<file path="config.mk">
export PLATFORM = sky130hd
export DESIGN_NAME = wide_add_sequencer
export DESIGN_NICKNAME = d
export VERILOG_FILES = /design/src/rtl/wide_add_sequencer.sv
export SDC_FILE = /design/constraint.sdc
export NUM_CORES = 1
export LEC_CHECK = 0
export CORE_ASPECT_RATIO = 0.9
export CORE_MARGIN = 2
export CORE_UTILIZATION = 55
export DETAILED_ROUTE_END_ITERATION = 6
export GPL_ROUTABILITY_DRIVEN = 0
export MAX_ROUTING_LAYER = met4
export PLACE_DENSITY = 0.95
export SLEW_MARGIN = 20
export SYNTH_ARGS = -nofsm -noshare
export SYNTH_HDL_FRONTEND = slang
export SYNTH_HIERARCHICAL = 1
export SYNTH_SLANG_ARGS = --single-unit
</file>
<file path="constraint.sdc">
create_clock -name clk -period 41.4 [get_ports clk]
set_input_delay 4.14 -clock clk [delete_from_list [all_inputs] [get_ports clk]]
set_output_delay 4.14 -clock clk [all_outputs]
set_load 0.02 [all_outputs]
</file>
<file path="src/rtl/wide_add_sequencer.sv">
// Wide add/subtract sequencer built around one shared 32-bit carry-bypass adder.
// Operands are processed one 32-bit slice per cycle, least significant slice
// first, with the carry chained between slices through a carry register.
// WORDS sets the number of slices and must be in the range 2..16.

// 32-bit carry-bypass adder, purely combinational; 8 blocks of 4 bits each.
module carry_bypass_adder (
    input  logic        clk,
    input  logic [31:0] a,
    input  logic [31:0] b,
    input  logic        cin,
    output logic [31:0] sum,
    output logic        cout,
    output logic        overflow
);
    localparam int BLK_W  = 4;
    localparam int BLK_N  = 8;

    // clk is wired through for a uniform adder interface; the datapath is combinational
    logic        unused_clk_s;
    logic [31:0] sum_s;
    logic        chain_s;
    logic        blk_cin_s;
    logic        ripple_s;
    logic        prop_s;
    logic        bit_p_s;

    assign unused_clk_s = clk;

    // ripple inside each block; a fully propagating block passes its carry-in straight through
    always_comb begin
        sum_s     = 32'd0;
        chain_s   = cin;
        blk_cin_s = 1'b0;
        ripple_s  = 1'b0;
        prop_s    = 1'b0;
        bit_p_s   = 1'b0;
        for (int blk = 0; blk < BLK_N; blk++) begin
            blk_cin_s = chain_s;
            ripple_s  = chain_s;
            prop_s    = 1'b1;
            for (int i = 0; i < BLK_W; i++) begin
                bit_p_s                = a[blk*BLK_W + i] ^ b[blk*BLK_W + i];
                sum_s[blk*BLK_W + i]   = bit_p_s ^ ripple_s;
                ripple_s               = (a[blk*BLK_W + i] & b[blk*BLK_W + i]) | (bit_p_s & ripple_s);
                prop_s                 = prop_s & bit_p_s;
            end
            if (prop_s) begin
                chain_s = blk_cin_s;
            end else begin
                chain_s = ripple_s;
            end
        end
    end

    assign sum      = sum_s;
    assign cout     = chain_s;
    // signed overflow: operands agree in sign but the result does not
    assign overflow = (a[31] ~^ b[31]) & (sum_s[31] ^ a[31]);

endmodule

module wide_add_sequencer #(
    parameter int WORDS = 4
) (
    input  logic                  clk,
    input  logic                  rst,
    input  logic                  in_valid,
    output logic                  in_ready,
    input  logic [32*WORDS-1:0]   in_a,
    input  logic [32*WORDS-1:0]   in_b,
    input  logic                  in_cin,
    input  logic                  in_sub,
    output logic                  out_valid,
    input  logic                  out_ready,
    output logic [32*WORDS-1:0]   out_sum,
    output logic                  out_cout,
    output logic                  out_overflow,
    output logic                  busy
);
    localparam int              SLICE_W  = 32;
    localparam int              OP_W     = SLICE_W * WORDS;
    localparam int              CNT_W    = $clog2(WORDS);
    localparam logic [CNT_W-1:0] LAST_CNT = CNT_W'(WORDS - 1);

    typedef enum logic [1:0] {
        IDLE = 2'd0,
        RUN  = 2'd1,
        DONE = 2'd2
    } state_t;

    state_t              state_r;
    logic [CNT_W-1:0]    cnt_r;
    logic                carry_r;
    logic [OP_W-1:0]     a_r;
    logic [OP_W-1:0]     b_r;
    logic [OP_W-1:0]     out_sum_r;
    logic                out_cout_r;
    logic                out_ovf_r;
    logic                out_valid_r;
    logic                busy_r;
    logic                in_ready_r;

    logic [31:0]         add_a_s;
    logic [31:0]         add_b_s;
    logic [31:0]         add_sum_s;
    logic                add_cout_s;
    logic                add_ovf_s;

    // current slice of the latched operands feeds the shared adder
    assign add_a_s = a_r[SLICE_W*cnt_r +: SLICE_W];
    assign add_b_s = b_r[SLICE_W*cnt_r +: SLICE_W];

    carry_bypass_adder u_adder (
        .clk      (clk),
        .a        (add_a_s),
        .b        (add_b_s),
        .cin      (carry_r),
        .sum      (add_sum_s),
        .cout     (add_cout_s),
        .overflow (add_ovf_s)
    );

    // sequencer FSM: accept operands, walk the slices, hold the result until consumed
    always_ff @(posedge clk) begin
        if (rst) begin
            state_r     <= IDLE;
            cnt_r       <= {CNT_W{1'b0}};
            carry_r     <= 1'b0;
            a_r         <= {OP_W{1'b0}};
            b_r         <= {OP_W{1'b0}};
            out_sum_r   <= {OP_W{1'b0}};
            out_cout_r  <= 1'b0;
            out_ovf_r   <= 1'b0;
            out_valid_r <= 1'b0;
            busy_r      <= 1'b0;
            in_ready_r  <= 1'b1;
        end else begin
            case (state_r)
                IDLE: begin
                    if (in_valid && in_ready_r) begin
                        a_r        <= in_a;
                        // subtraction is A + ~B + 1, so B is inverted once here
                        b_r        <= in_sub ? ~in_b : in_b;
                        carry_r    <= in_sub ? 1'b1 : in_cin;
                        cnt_r      <= {CNT_W{1'b0}};
                        state_r    <= RUN;
                        in_ready_r <= 1'b0;
                        busy_r     <= 1'b1;
                    end else begin
                        in_ready_r <= 1'b1;
                    end
                end
                RUN: begin
                    out_sum_r[SLICE_W*cnt_r +: SLICE_W] <= add_sum_s;
                    carry_r                             <= add_cout_s;
                    if (cnt_r == LAST_CNT) begin
                        out_cout_r  <= add_cout_s;
                        out_ovf_r   <= add_ovf_s;
                        out_valid_r <= 1'b1;
                        state_r     <= DONE;
                    end else begin
                        cnt_r <= cnt_r + CNT_W'(1);
                    end
                end
                DONE: begin
                    if (out_ready) begin
                        out_valid_r <= 1'b0;
                        busy_r      <= 1'b0;
                        in_ready_r  <= 1'b1;
                        state_r     <= IDLE;
                    end else begin
                        out_valid_r <= 1'b1;
                    end
                end
                default: begin
                    state_r     <= IDLE;
                    cnt_r       <= {CNT_W{1'b0}};
                    carry_r     <= 1'b0;
                    out_valid_r <= 1'b0;
                    busy_r      <= 1'b0;
                    in_ready_r  <= 1'b1;
                end
            endcase
        end
    end

    // in_ready drops immediately while reset is held
    assign in_ready     = in_ready_r & ~rst;
    assign out_valid    = out_valid_r;
    assign out_sum      = out_sum_r;
    assign out_cout     = out_cout_r;
    assign out_overflow = out_ovf_r;
    assign busy         = busy_r;

endmodule
</file>
==> impl_metrics.yaml <==
run_status:
  status: "finished clean"
power:
  power_density_mw_per_mm2: 59.7
  leakagePower_nw: 8.16
  swShare: 0.368
  irDropWorstVdd_v: 0.0000476
  intPower_mw: 0.858
  power_mw: 1.36
  p_switching_mw: 0.501
  power_frac_comb: 0.352
  p_clk_frac: 0.276
  seq_power_share: 0.372
route:
  viasPerCell: 6.00
  drtAntennaViolNets: 0
  vias: 15521
  wirelength_um: 55900
  drc_errors: 0
  first_iter_violations: 1588
  drt_pass1_iterations: 6
  wl_per_cell_um: 21.6
worst_setup_path:
  crit_type: "register to register"
  critPathSlowestCell: "dfxtp_4"
  crit_fanout: 40
  cp_common_cell: "fa_1"
  crit_arrival_ps: 18010
  cp-start-kind: "register"
  required_ps: 41870
  critPathMaxStageDelay_ps: 740
  endpoint_kind: "register"
clock_network:
  cts_sinks: 394
  ctsHtreeMaxLevel: 2
  cts_tree: "done"
  cts_buffers: 39
  clock_latency_ps: 550
  clock-root-buffer: "clkbuf_16"
  cts_hold_buf: 0
  path_clk_slew_ps: 70
  cts_buffer_depth: 3
  cts_resized: 0
  cts_setup_buffers: 0
sta:
  rsz0062_at_grt: "false"
  slew_headroom: 0.265
  finalHoldViolations: 0
  slew_viol_final: 0
  fmax_mhz: 57.0
  setup_viol_count_final: 0
  clock_skew_ps: 24.8
  fin_crit_ps: 17540
  finalSetupTns_ps: 0
  worstMarginPinSlew_ps: 1100
  fin_crit_sh: 0.424
final_layout:
  fin_area_mm2: 0.0228
  multiInputGateArea_mm2: 0.00883
  layout_commonest_cell: "nand2_1"
  area_delta_synth_final_pct: 29.9
  mostFrequentLayoutCells: "399 x nand2_1, 392 x dfxtp_1, 392 x clkdlybuf4s50_1, 168 x a21oi_1, 132 x nor2_1"
  final_util: 0.720
  regArea_mm2: 0.00790
  fillers: 2040
  drive_above_1_share: 0.0770
  nets: 2475
  final_cells: 2587
yosys:
  synth-seq-cells: 394
  synth_cell_types: 44
  netlist_instances: 1849
  synthArstFlopShare: 0
  synth_edf_count: 0
  ys.flop_type: "dfxtp_1"
  syn-cell-area_mm2: 0.0175
  ys_seq_area_frac: 0.450
  avgSynthCellArea_um2: 9.49
  synth_nets: 2185
  synth_warnings: 6
floorplanning:
  die_h_um: 173
  die_w_um: 192
  die_area_mm2: 0.0333
  coreArea_mm2: 0.0317
  io_pins: 395
  initial_utilization: 0.554
  rows: 62
global_route:
  gr-total-overflow: 0
  antenna_found_initial: 2
  grt_pass1_wl_um: 84800
  grt_use_total: 0.341
  grt_max_degree: 129
  grt_pass1_vias: 15248
placement:
  dp_cells: 2513
  io_buffers: 394
  post_dp_cell_area_mm2: 0.0214
  dp_hpwl_um: 39600
worst_hold_path:
  hp-class: "register to register"
job:
  cap_violations: 0
-- logic make-up (layout without fill, tap and decap cells) --
kind of cell               after synthesis  count (layout)  share of synthesized area
muxes                                   69              69                     0.0852
and+or+nand+nor                        594             594                      0.137
AOI/OAI and AO/OA                      412             412                      0.147
other                                    0               2                          0
buffers and inverters                  177             497                     0.0501
xor gates and xnor gates               129             129                     0.0644
adders and majority gates               74              74                     0.0665
DFF                                    394             394                      0.450
-- per-stage QoR --
step	worst slack (ps)	hold slack (ps)
CTS	24010	457
finish	23860	455
global placement	24430	434
floorplan	25970	433
global route	23130	475
detailed placement	24090	447
-- registers in the layout, summed over array words and instances, names as in the netlist, 2 cells and up --
name / cells
out_sum: 128
state_r: 2
cnt_r: 2
b_r: 128
a_r: 128
-- synthesized netlist by cell type, types with 4 or more instances --
master	count	area [µm²]
a211oi_1	129	968
a21oi_1	171	856
a32o_1	32	320
buf_1	8	30.0
buf_2	55	275
buf_4	12	90.1
buf_6	13	146
clkbuf_1	72	270
dfxtp_1	394	7890
fa_1	32	641
ha_1	42	526
inv_1	15	56.3
mux4_2	64	1440
nand2_1	400	1500
nand3_1	4	20.0
nand4_1	38	238
nor2_1	132	495
nor2b_1	4	25.0
o21ai_0	69	345
xnor2_1	128	1120
-- layout make-up --
class,instances,area share
Antenna cell,2,0.000220
Clock inverter,21,0.0116
Tap cell,416,0.0228
Timing Repair Buffer,410,0.179
Sequential cell,394,0.347
Multi-Input combinational cell,1278,0.388
Clock buffer,50,0.0490
Inverter,16,0.00269
-- worst paths after layout --
| check | endpoint | slack (ps) | from | cells after the start |
|---|---|---|---|---|
| worst max-delay path | out_overflow | 23860 | cnt_r[0] | 54 |
| worst max register to register | out_overflow | 23860 | cnt_r[0] | 54 |
| worst min register to register | a_r[123] | 450 | a_r[123] | 2 |
| worst min-delay path | a_r[123] | 450 | a_r[123] | 2 |
-- per-layer routing --
layer	global-route usage	vias up	wire [µm]	share of wire
met3	0.0686	256	5460	0.098
li1	-	6970	-	-
met5	-	-	0	0
met2	0.543	996	26300	0.47
met4	0.197	0	3770	0.067
met1	0.401	7299	20400	0.36
-- power by group through the flow --
| stage | Clock (mW) | Combinational [mW] | Sequential, mW |
|---|---|---|---|
| finish | 0.375 | 0.479 | 0.505 |
| global route | 0.390 | 0.513 | 0.512 |
| CTS | 0.375 | 0.469 | 0.504 |
| detailed placement | 0 | 0.461 | 0.511 |
| global placement | 0 | 0.444 | 0.504 |
| floorplan | 0 | 0.314 | 0.500 |
-- critical path, delay by kind of cell, from the launching register on --
kind	cells	cell delay, ps
flip-flops	1	740
multiplexers	3	1210
adder cells (fa/ha/maj)	32	12330
AND/OR/NAND/NOR	8	1030
XOR/XNOR	1	190
buffers and inverters	5	1070
AO/OA/AOI/OAI	5	800
No activity file was read; power rests on OpenSTA's default activity.
